### src/rtl/sync_fifo_ctrl.sv
// sync_fifo_ctrl: pointer, flag and count controller for a single-clock first-word-fall-through FIFO.
`ifndef FIFO_DEPTH
`define FIFO_DEPTH 8
`endif
module sync_fifo_ctrl #(
    parameter int MEM_DEPTH     = `FIFO_DEPTH,
    parameter int ADDR_WIDTH    = $clog2(MEM_DEPTH),
    parameter int AFULL_THRESH  = MEM_DEPTH - 2,
    parameter int AEMPTY_THRESH = 2
) (
    input  logic                  clk,
    input  logic                  reset_n,
    input  logic                  wr_req,
    input  logic                  rd_req,
    output logic                  wr_en,
    output logic [ADDR_WIDTH-1:0] wr_addr,
    output logic [ADDR_WIDTH-1:0] rd_addr,
    output logic                  full,
    output logic                  empty,
    output logic                  almost_full,
    output logic                  almost_empty,
    output logic [ADDR_WIDTH:0]   data_count,
    output logic                  overflow,
    output logic                  underflow
);
    logic [ADDR_WIDTH:0] wr_ptr, rd_ptr;
    logic                wr_acc, rd_acc;
    // MSB of each pointer is a wrap bit that separates full from empty
    assign empty        = wr_ptr == rd_ptr;
    assign full         = (wr_ptr[ADDR_WIDTH-1:0] == rd_ptr[ADDR_WIDTH-1:0]) && (wr_ptr[ADDR_WIDTH] != rd_ptr[ADDR_WIDTH]);
    assign rd_acc       = rd_req && !empty;
    assign wr_acc       = wr_req && (!full || rd_acc) && reset_n;
    assign wr_en        = wr_acc;
    assign wr_addr      = wr_ptr[ADDR_WIDTH-1:0];
    assign rd_addr      = rd_ptr[ADDR_WIDTH-1:0];
    assign data_count   = wr_ptr - rd_ptr;
    assign almost_full  = data_count >= (ADDR_WIDTH+1)'(AFULL_THRESH);
    assign almost_empty = data_count <= (ADDR_WIDTH+1)'(AEMPTY_THRESH);
    always_ff @(posedge clk or negedge reset_n) begin
        if (!reset_n) begin
            wr_ptr    <= '0;
            rd_ptr    <= '0;
            overflow  <= 1'b0;
            underflow <= 1'b0;
        end else begin
            wr_ptr    <= wr_ptr + (ADDR_WIDTH+1)'(wr_acc);
            rd_ptr    <= rd_ptr + (ADDR_WIDTH+1)'(rd_acc);
            overflow  <= wr_req && !wr_acc;
            underflow <= rd_req && !rd_acc;
        end
    end
endmodule

### config.mk
export PLATFORM = sky130hd
export DESIGN_NAME = sync_fifo_ctrl
export DESIGN_NICKNAME = d
export VERILOG_FILES = /design/src/rtl/sync_fifo_ctrl.sv
export SDC_FILE = /design/constraint.sdc
export NUM_CORES = 1
export LEC_CHECK = 0
export ABC_AREA = 1
export BUFFER_PORTS_ARGS = -buffer_cell sky130_fd_sc_hd__buf_2
export CAP_MARGIN = 20
export CORE_MARGIN = 2
export CORE_UTILIZATION = 47
export DETAILED_ROUTE_END_ITERATION = 8
export PLACE_DENSITY_LB_ADDON = 0.2
export SYNTH_ARGS = -nofsm -noshare
export SYNTH_HDL_FRONTEND = slang
export SYNTH_SLANG_ARGS = --single-unit
export TNS_END_PERCENT = 100
### constraint.sdc
create_clock -name clk -period 2.1 [get_ports clk]
set_clock_uncertainty 0.15 [all_clocks]
set_input_delay 0.315 -clock clk [delete_from_list [all_inputs] [get_ports clk]]
set_output_delay 0.315 -clock clk [all_outputs]
set_load 0.01 [all_outputs]
==> flow_metrics.tcl, run 1 <==
set metrics [dict create \
    status "finished, violations left" \
    violations "negative setup slack" \
    final-setup-viol-count 2 \
    required_ps 1630 \
    cp-start-kind "register" \
    drt_first_pass_iters 2 \
    cts_made_buffers 3 \
    dpl-instance-area_um2 709 \
    n_antenna_cell 0 \
    cts.clk_slew.worst_paths_ps 60 \
    use_met2 0.234 \
    synth-seq-area-share 0.403 \
    yosys.area.top_type "dfrtp_1" \
    grt_pass1_wl_mm 1.57 \
    hpwl_um 864 \
    hold_start "wr_req" \
    synth_area_um2 621 \
    antenna_found_initial 0 \
    vias 508 \
    die_h_um 40.3 \
    worstPathArrival_ps 1710 \
    io_buffers 20 \
    min_path_cells 2 \
    io-pin-count 21 \
    grt_pass1_vias 382 \
    slew_viol_final 0 \
    multi_input_area_um2 328 \
    worst_hold_slack_ps 166 \
    yosysTopAreaCellShare 0.403 \
    reg2reg_slack_ps 150 \
    yosysWarnings 0 \
    worstMarginPinSlew_ps 250 \
    cts_tree "done" \
    syn_to_final_growth_pct 35.1 \
    hp-class "input pin to register" \
    cts_max_level 1 \
    timing.final.ws_setup_ps -78.1 \
    fin_area_um2 838 \
    rsz0062_at_grt "yes" \
    finalCriticalPeriod_ps 2180 \
    core_area_um2 1270 \
    synth_area_leaders "dfrtp_1, ha_1, buf_4" \
    drtAntennaViolNets 0 \
    fp-row-count 13 \
    clock.fmax_mhz 459 \
    pre_cts_ws_ps 97.3 \
    timing.rr.start "wr_ptr[1]" \
    grt_start_max_net_pins 13 \
    finalNetCount 107 \
    end_kind "primary output" \
    wire_per_inst_um 11.1 \
    cts.sinks 10 \
    hold_viol_final 0 \
    min_to "overflow" \
    drive_above_1_share 0.489 \
    die_w_um 40.3 \
    gr-max-usage-layer "met2" \
    syn_avg_cell_area_um2 9.13 \
    grt_util_met1 0.204 \
    use_met3 0.0500 \
    syn_nets 80 \
    drcViolationCount 0 \
    reg2reg_to "wr_ptr[2]" \
    grt-ovfl-total 0 \
    dieArea_um2 1630 \
    ys_ff_latch 10 \
    wl_mm 1.21 \
    clock_latency_ps 250 \
    critPathKind "register to primary output" \
    synthCells 68 \
    seq_area_um2 251 \
    cts_root_buf "clkbuf_4" \
    fillCellCount 119 \
    drt-initial-drc-count 2 \
    place_congestion 0.642 \
    slew_headroom 0.833 \
    clockBufferDepth 2 \
    synth.distinct_cells 15 \
    worstRegToRegCells 9 \
    fin_crit_sh 1.04 \
    maxCapViolations 0 \
    via_per_inst 4.66 \
    grt_util_all_layers 0.153 \
    start_util 0.489 \
    critical_path.max_fanout 3 \
]
[cell usage in the layout, fill, tap and decap left out]
cell / count
nor3_1: 1
dfrtp_1: 9
fa_2: 1
ha_4: 1
nand3_2: 1
inv_2: 2
xnor2_2: 1
nand2_2: 4
a21boi_1: 1
dfrtp_2: 1
nor2_1: 2
nand2_1: 9
nand3_1: 6
xor2_1: 4
a21oi_4: 1
dlygate4sd3_1: 1
clkbuf_4: 3
clkbuf_8: 1
nor2_2: 3
buf_4: 7
ha_1: 6
buf_2: 20
inv_1: 9
[layer usage]
metal  up-vias  wire, um
met3         0        50
met1       234       523
met4         0         0
li1        258         -
met5         -         0
met2        16       632
[how the worst max path moves through the flow]
stage              endpoint       from
6_report       almost_empty  wr_ptr[0]
5_1_grt         almost_full  wr_ptr[0]
4_1_cts        almost_empty  wr_ptr[0]
3_5_place_dp    almost_full  wr_ptr[0]
3_3_place_gp    almost_full  wr_ptr[0]
2_1_floorplan     rd_ptr[2]  rd_ptr[2]
[final cells by class]
class,instances,share of cell area
tap,15,0.0224
timing repair buffer,28,0.194
multi-input combinational,41,0.391
sequential,10,0.300
clock buffer,4,0.0433
inverter,11,0.0493
[state kept, by name, indices dropped and copies added, names as in the netlist]
name,cells
overflow,1
wr_ptr,4
rd_ptr,4
underflow,1
[critical path, stage by stage (launching register included)]
cell	delay (ps)
dfrtp_1	380
inv_1	60
ha_1	150
inv_2	40
fa_2	540
nand2_1	60
nand2_1	80
nor2_2	40
buf_2	120
[metrics by stage]
stage           util  instances  setup TNS, ps
5_1_grt        0.661        109           -469
4_1_cts        0.624        107           -151
3_5_place_dp   0.559         99              0
3_3_place_gp   0.559         99              0
6_report       0.661        109           -136
2_1_floorplan      -         68              0
[logic make-up (layout without fill, tap and decap cells)]
kind of cell / Yosys count / in the layout / share of synthesized area
fa+ha+maj: 8 / 8 / 0.173
xor+xnor: 5 / 5 / 0.0706
flops: 10 / 10 / 0.403
compound gates: 2 / 2 / 0.0202
simple gates: 26 / 26 / 0.194
buf+inv: 17 / 43 / 0.139
[repair_timing]
action,4_1_cts,5_1_grt
hold buffers,1,0
pin swaps,1,0
buffers inserted,3,2
setup endpoints to repair,4,8
endpoints found under the hold margin,10,0
gates resized for setup,4,7
[cell usage after synthesis]
cell and instances:
nand2_2 2, nor2_2 3, dfrtp_1 10, a21oi_1 1
inv_1 11, nand3_1 7, buf_4 6, xnor2_1 1
nand2_1 11, nor2_1 2, nor3_1 1, a21boi_1 1
xor2_1 4, fa_1 1, ha_1 7
Power of run 1 is left out: the tool's default activity adds up to more than one toggle a clock period on the data nets, which glitch-free logic cannot reach.
==> run 2, diff against run 1 <==
- ABC_AREA: 1 -> not set
- CORE_AREA: not set -> 2 2 39 41
- CORE_MARGIN: 2 -> not set
- CORE_UTILIZATION: 47 -> not set
- DIE_AREA: not set -> 0 0 41 43
==> run 2 against run 1 <==
  * The flow still finishes with violations (negative setup slack)
  * Clock-buffer cell count unchanged
  * Wire length grew 1.1%
  * Critical endpoint unchanged
  * Core utilization fell by 2.2 points
  * First-iteration DRC count decreased by 100%
  * Synthesized area fell by 4.4%
  * Highest routed layer is now met4
  * Die area grew 8.4%
  * Cell count is 8.3% lower
==> flow_metrics.tcl, run 2 <==
set metrics [dict create \
    status "finished, violations left" \
    violations "negative setup slack" \
    synth-seq-area-share 0.422 \
    synth_commonest_cells "dfrtp_1, ha_1, buf_4, inv_1" \
    worstMarginPinSlew_ps 335 \
    cts_made_buffers 3 \
    drive_above_1_share 0.571 \
    yosysMostFrequentCell "dfrtp_1" \
    synth_adder_area_share 0.181 \
    antenna_found_initial 0 \
    cts_root_buf "clkbuf_4" \
    synth_area_leaders "dfrtp_1, ha_1, buf_4" \
    slew_viol_final 0 \
    largestRegisters "rd_ptr x4, wr_ptr x4" \
    via_per_inst 4.69 \
    clock.fmax_mhz 455 \
    wire_per_inst_um 12.2 \
    ys_ff_latch 10 \
    synth_edf_count 0 \
    grt_util_all_layers 0.151 \
    grt_start_max_net_pins 12 \
    cts.sinks 10 \
    n_antenna_cell 0 \
    cts_tree "done" \
    synth_xor_xnor_area_share 0.103 \
    finalCriticalPeriod_ps 2200 \
    place_congestion 0.692 \
    synthArstFlopShare 1.00 \
    fp-row-count 14 \
    wl_mm 1.22 \
    synth-simple-area-share 0.112 \
    worstPathArrival_ps 1730 \
    fillCellCount 122 \
    clockBufferDepth 2 \
    syn_nets 68 \
    vias 469 \
    critPathKind "register to primary output" \
    required_ps 1630 \
    hold_viol_final 0 \
    drt_first_pass_iters 1 \
    syn_to_final_growth_pct 48.9 \
    grt_pass1_vias 437 \
    synthCells 56 \
    fin_crit_sh 1.05 \
    synth_compound_area_frac 0.0675 \
    final_common_cell "buf_2" \
    clock_latency_ps 260 \
    grt-ovfl-total 0 \
    worst_hold_slack_ps 128 \
    yosys.area.top_type "dfrtp_1" \
    final-setup-viol-count 2 \
    critical_path.max_fanout 3 \
    slew_headroom 0.775 \
    hp-class "input pin to register" \
    synthMuxAreaShare 0 \
    grt_pass1_wl_mm 1.78 \
    rsz0062_at_grt "yes" \
    final_cell_mix "buf_2, dfrtp_1, buf_4" \
    timing.final.ws_setup_ps -99.6 \
    yosysTopAreaCellShare 0.422 \
    ys.flop_type "dfrtp_1" \
    maxCapViolations 0 \
    die_w_um 41 \
    drcViolationCount 0 \
    synth.distinct_cells 18 \
    drt-initial-drc-count 0 \
    io_buffers 20 \
    io-pin-count 21 \
    dieArea_um2 1760 \
    core_area_um2 1380 \
    synth_top_family_by_area "adder cells" \
    hpwl_um 833 \
    cp-start-kind "register" \
    cts.clk_slew.worst_paths_ps 70 \
    synth_area_um2 593 \
    cts_max_level 1 \
    finalNetCount 97 \
    drtAntennaViolNets 0 \
    die_h_um 43 \
    yosysWarnings 0 \
    end_kind "primary output" \
    start_util 0.429 \
    syn_avg_cell_area_um2 10.6 \
]
run 2: cell types whose count changed in the layout (fill, tap and decap cells not counted), moves of 3 or more:
cell     before  now
nand2_1       9    1
inv_1         9    4
ha_1          6    3
xnor2_1       0    3
nand3_1       6    2
nand2_2       4    0
run 2: final cells by class:
cell class / instances / area, um2 / area share
multi-input cells: 34 / 373 / 0.422
inverters: 6 / 22.5 / 0.0255
flip-flops and latches: 10 / 250 / 0.283
clock buffers: 4 / 36.3 / 0.0411
well taps: 16 / 20.0 / 0.0227
repair buffers: 30 / 181 / 0.205
run 2: critical path, cell delays in order, from the launching register on:
cell and delay [ps]:
dfrtp_1 390, inv_2 70, ha_4 120, inv_2 30, fa_2 340, xor2_2 170, a21oi_2 110, o21a_1 120
buf_2 120
run 2: timing repair:
action                                 in CTS  in global routing
setup endpoints to repair                   5                  7
pin swaps                                   2                  8
hold buffers                                1                  0
resized for setup                           2                 18
endpoints found under the hold margin      10                  0
setup buffers                               3                  2
run 2: final timing paths:
kind	from	to	slack, ps	cells past startpoint
min in group asynchronous	reset_n	wr_ptr[0]	310	2
setup reg to reg	wr_ptr[2]	wr_ptr[2]	110	8
hold reg to reg	rd_ptr[3]	rd_ptr[3]	390	1
hold / removal	wr_req	overflow	130	2
setup / recovery	wr_ptr[0]	almost_empty	-100	8
max in group asynchronous	reset_n	rd_ptr[1]	1270	2
run 2: per-stage QoR:
stage           util  instances  setup slack (ps)  area (um2)  TNS, ps
3_5_place_dp   0.505         90              54.2         698        0
2_1_floorplan      -         56               115         593        0
6_report       0.638        100             -99.6         883     -163
5_1_grt        0.638        100              -210         883     -614
3_3_place_gp   0.505         90              74.1         698        0
4_1_cts        0.559         98              -144         773     -260
run 2: cell families (layout without fill, tap and decap cells):
logic type	count (synthesis)	count (layout)
AND/OR/NAND/NOR	13	13
buffers and inverters	12	40
flip-flops	10	10
adder cells (fa/ha/maj)	8	8
XOR/XNOR	7	7
AO/OA/AOI/OAI	6	6
run 2: routing by layer:
| layer | global-route usage | up-vias | wire [um] |
|---|---|---|---|
| li1 | - | 232 | - |
| met2 | 0.200 | 14 | 659 |
| met1 | 0.224 | 221 | 498 |
| met4 | 0.100 | 0 | 6 |
| met5 | 0 | - | 0 |
| met3 | 0.0157 | 2 | 56 |
Power of run 2 is left out for the same reason.
==> run 3, diff against run 2 <==
- PLACE_DENSITY: not set -> 0.83
- PLACE_DENSITY_LB_ADDON: 0.2 -> not set
==> run 3 against run 2 <==
  * The run still ends with negative setup slack left
  * Hold slack worse by 0.62 ps
  * Sequential share of layout area grew 0.76 points
  * Die area is the same
  * Register-to-register slack is essentially flat
  * Core utilization shrank 1.4 points
  * Setup slack got worse by 30 ps
  * Wire length grew 11%
  * Highest routed layer unchanged
  * Via count increased by 2.1%
  * Critical path depth unchanged
  * Final area is 2.1% lower
  * Fmax decreased by 1.3%
==> flow_metrics.tcl, run 3 (synthesized netlist as in run 2, its figures left out) <==
set metrics [dict create \
    n_antenna_cell 0 \
    reg2reg_slack_ps 110 \
    drtAntennaViolNets 0 \
    violations "negative setup slack" \
    worstRegToRegCells 8 \
    critical_path.max_fanout 3 \
    cts_tree "done" \
    vias 479 \
    tns_ps -203 \
    fp-row-count 14 \
    worstPathArrival_ps 1760 \
    hold_start "wr_req" \
    cp-endpoint "almost_empty" \
    syn_to_final_growth_pct 45.8 \
    dieArea_um2 1760 \
    rsz0062_at_grt "yes" \
    required_ps 1630 \
    grt_start_max_net_pins 11 \
    hold_viol_final 0 \
    drive_above_1_share 0.554 \
    critPathKind "register to primary output" \
    wire_per_inst_um 13.7 \
    start_util 0.429 \
    cts_root_buf "clkbuf_4" \
    die_w_um 41 \
    antenna_found_initial 0 \
    grt_pass1_wl_mm 2.06 \
    end_kind "primary output" \
    finalCriticalPeriod_ps 2230 \
    maxCapViolations 0 \
    clock_latency_ps 260 \
    slew_viol_final 0 \
    io-pin-count 21 \
    timing.rr.start "rd_ptr[1]" \
    io_buffers 20 \
    hp-class "input pin to register" \
    finalNetCount 97 \
    grt_pass1_vias 488 \
    via_per_inst 4.84 \
    worstMarginPinSlew_ps 382 \
    grt-ovfl-total 0 \
    status "finished, violations left" \
    final-setup-viol-count 2 \
    startpoint "wr_ptr[0]" \
    clock.fmax_mhz 449 \
    grt_util_all_layers 0.188 \
    drcViolationCount 0 \
    reg2reg_to "wr_ptr[2]" \
    fin_crit_sh 1.06 \
    wl_mm 1.36 \
    cts.clk_slew.worst_paths_ps 60 \
    hpwl_um 902 \
    final_common_cell "buf_2" \
    clockBufferDepth 2 \
    cts_made_buffers 3 \
    slew_headroom 0.745 \
    final_cell_mix "buf_2, dfrtp_1, buf_4" \
    drt_first_pass_iters 4 \
    core_area_um2 1380 \
    pre_cts_ws_ps 40.1 \
    cp-start-kind "register" \
    place_congestion 0.758 \
    cts.sinks 10 \
    drt-initial-drc-count 8 \
    largestRegisters "rd_ptr x4, wr_ptr x4" \
    cts_max_level 1 \
    die_h_um 43 \
    timing.final.ws_setup_ps -129 \
]
-- run 3: cell types whose count changed in the layout (fill, tap and decap cells not counted), sizes merged --
cell and change:
clkbuf -1
-- run 3: timing repair --
action | in CTS | in global routing
gates resized for setup | 12 | 7
pin swaps | 5 | 3
setup buffers | 4 | 1
endpoints found under the setup margin | 5 | 7
endpoints found under the hold margin | 10 | 0
hold buffers | 1 | 0
-- run 3: cell type report --
type,instances,area (um2)
Inverter,6,22.5
Sequential cell,10,251
Multi-Input combinational cell,34,360
Clock buffer,3,22.5
Fill cell,119,519
Timing Repair Buffer,30,188
Tap cell,16,20.0
-- run 3: critical path, stage by stage (launching register included) --
cell	delay, ps
dfrtp_1	390
inv_2	80
ha_4	130
inv_2	30
fa_2	340
xor2_2	170
a21oi_2	110
o21a_1	130
buf_2	120
-- run 3: worst min path at each step --
stage                     end  depth (start not counted)
floorplan            overflow                          0
global placement    underflow                          2
detailed placement  underflow                          2
CTS                  overflow                          2
global route         overflow                          2
finish               overflow                          2
-- run 3: per-layer routing --
metal	global-route usage	wire length, um
met1	0.190	500
met2	0.316	778
met3	0.0314	60
met4	0.140	18
met5	0	0
-- run 3: per-stage QoR --
stage,hold WS (ps),instance area (um2),util,instances
6_report,127,865,0.625,99
5_1_grt,136,865,0.625,99
4_1_cts,123,835,0.603,98
3_3_place_gp,116,698,0.505,90
3_5_place_dp,117,698,0.505,90
2_1_floorplan,-131,593,-,56
Power of run 3 is left out for the same reason.
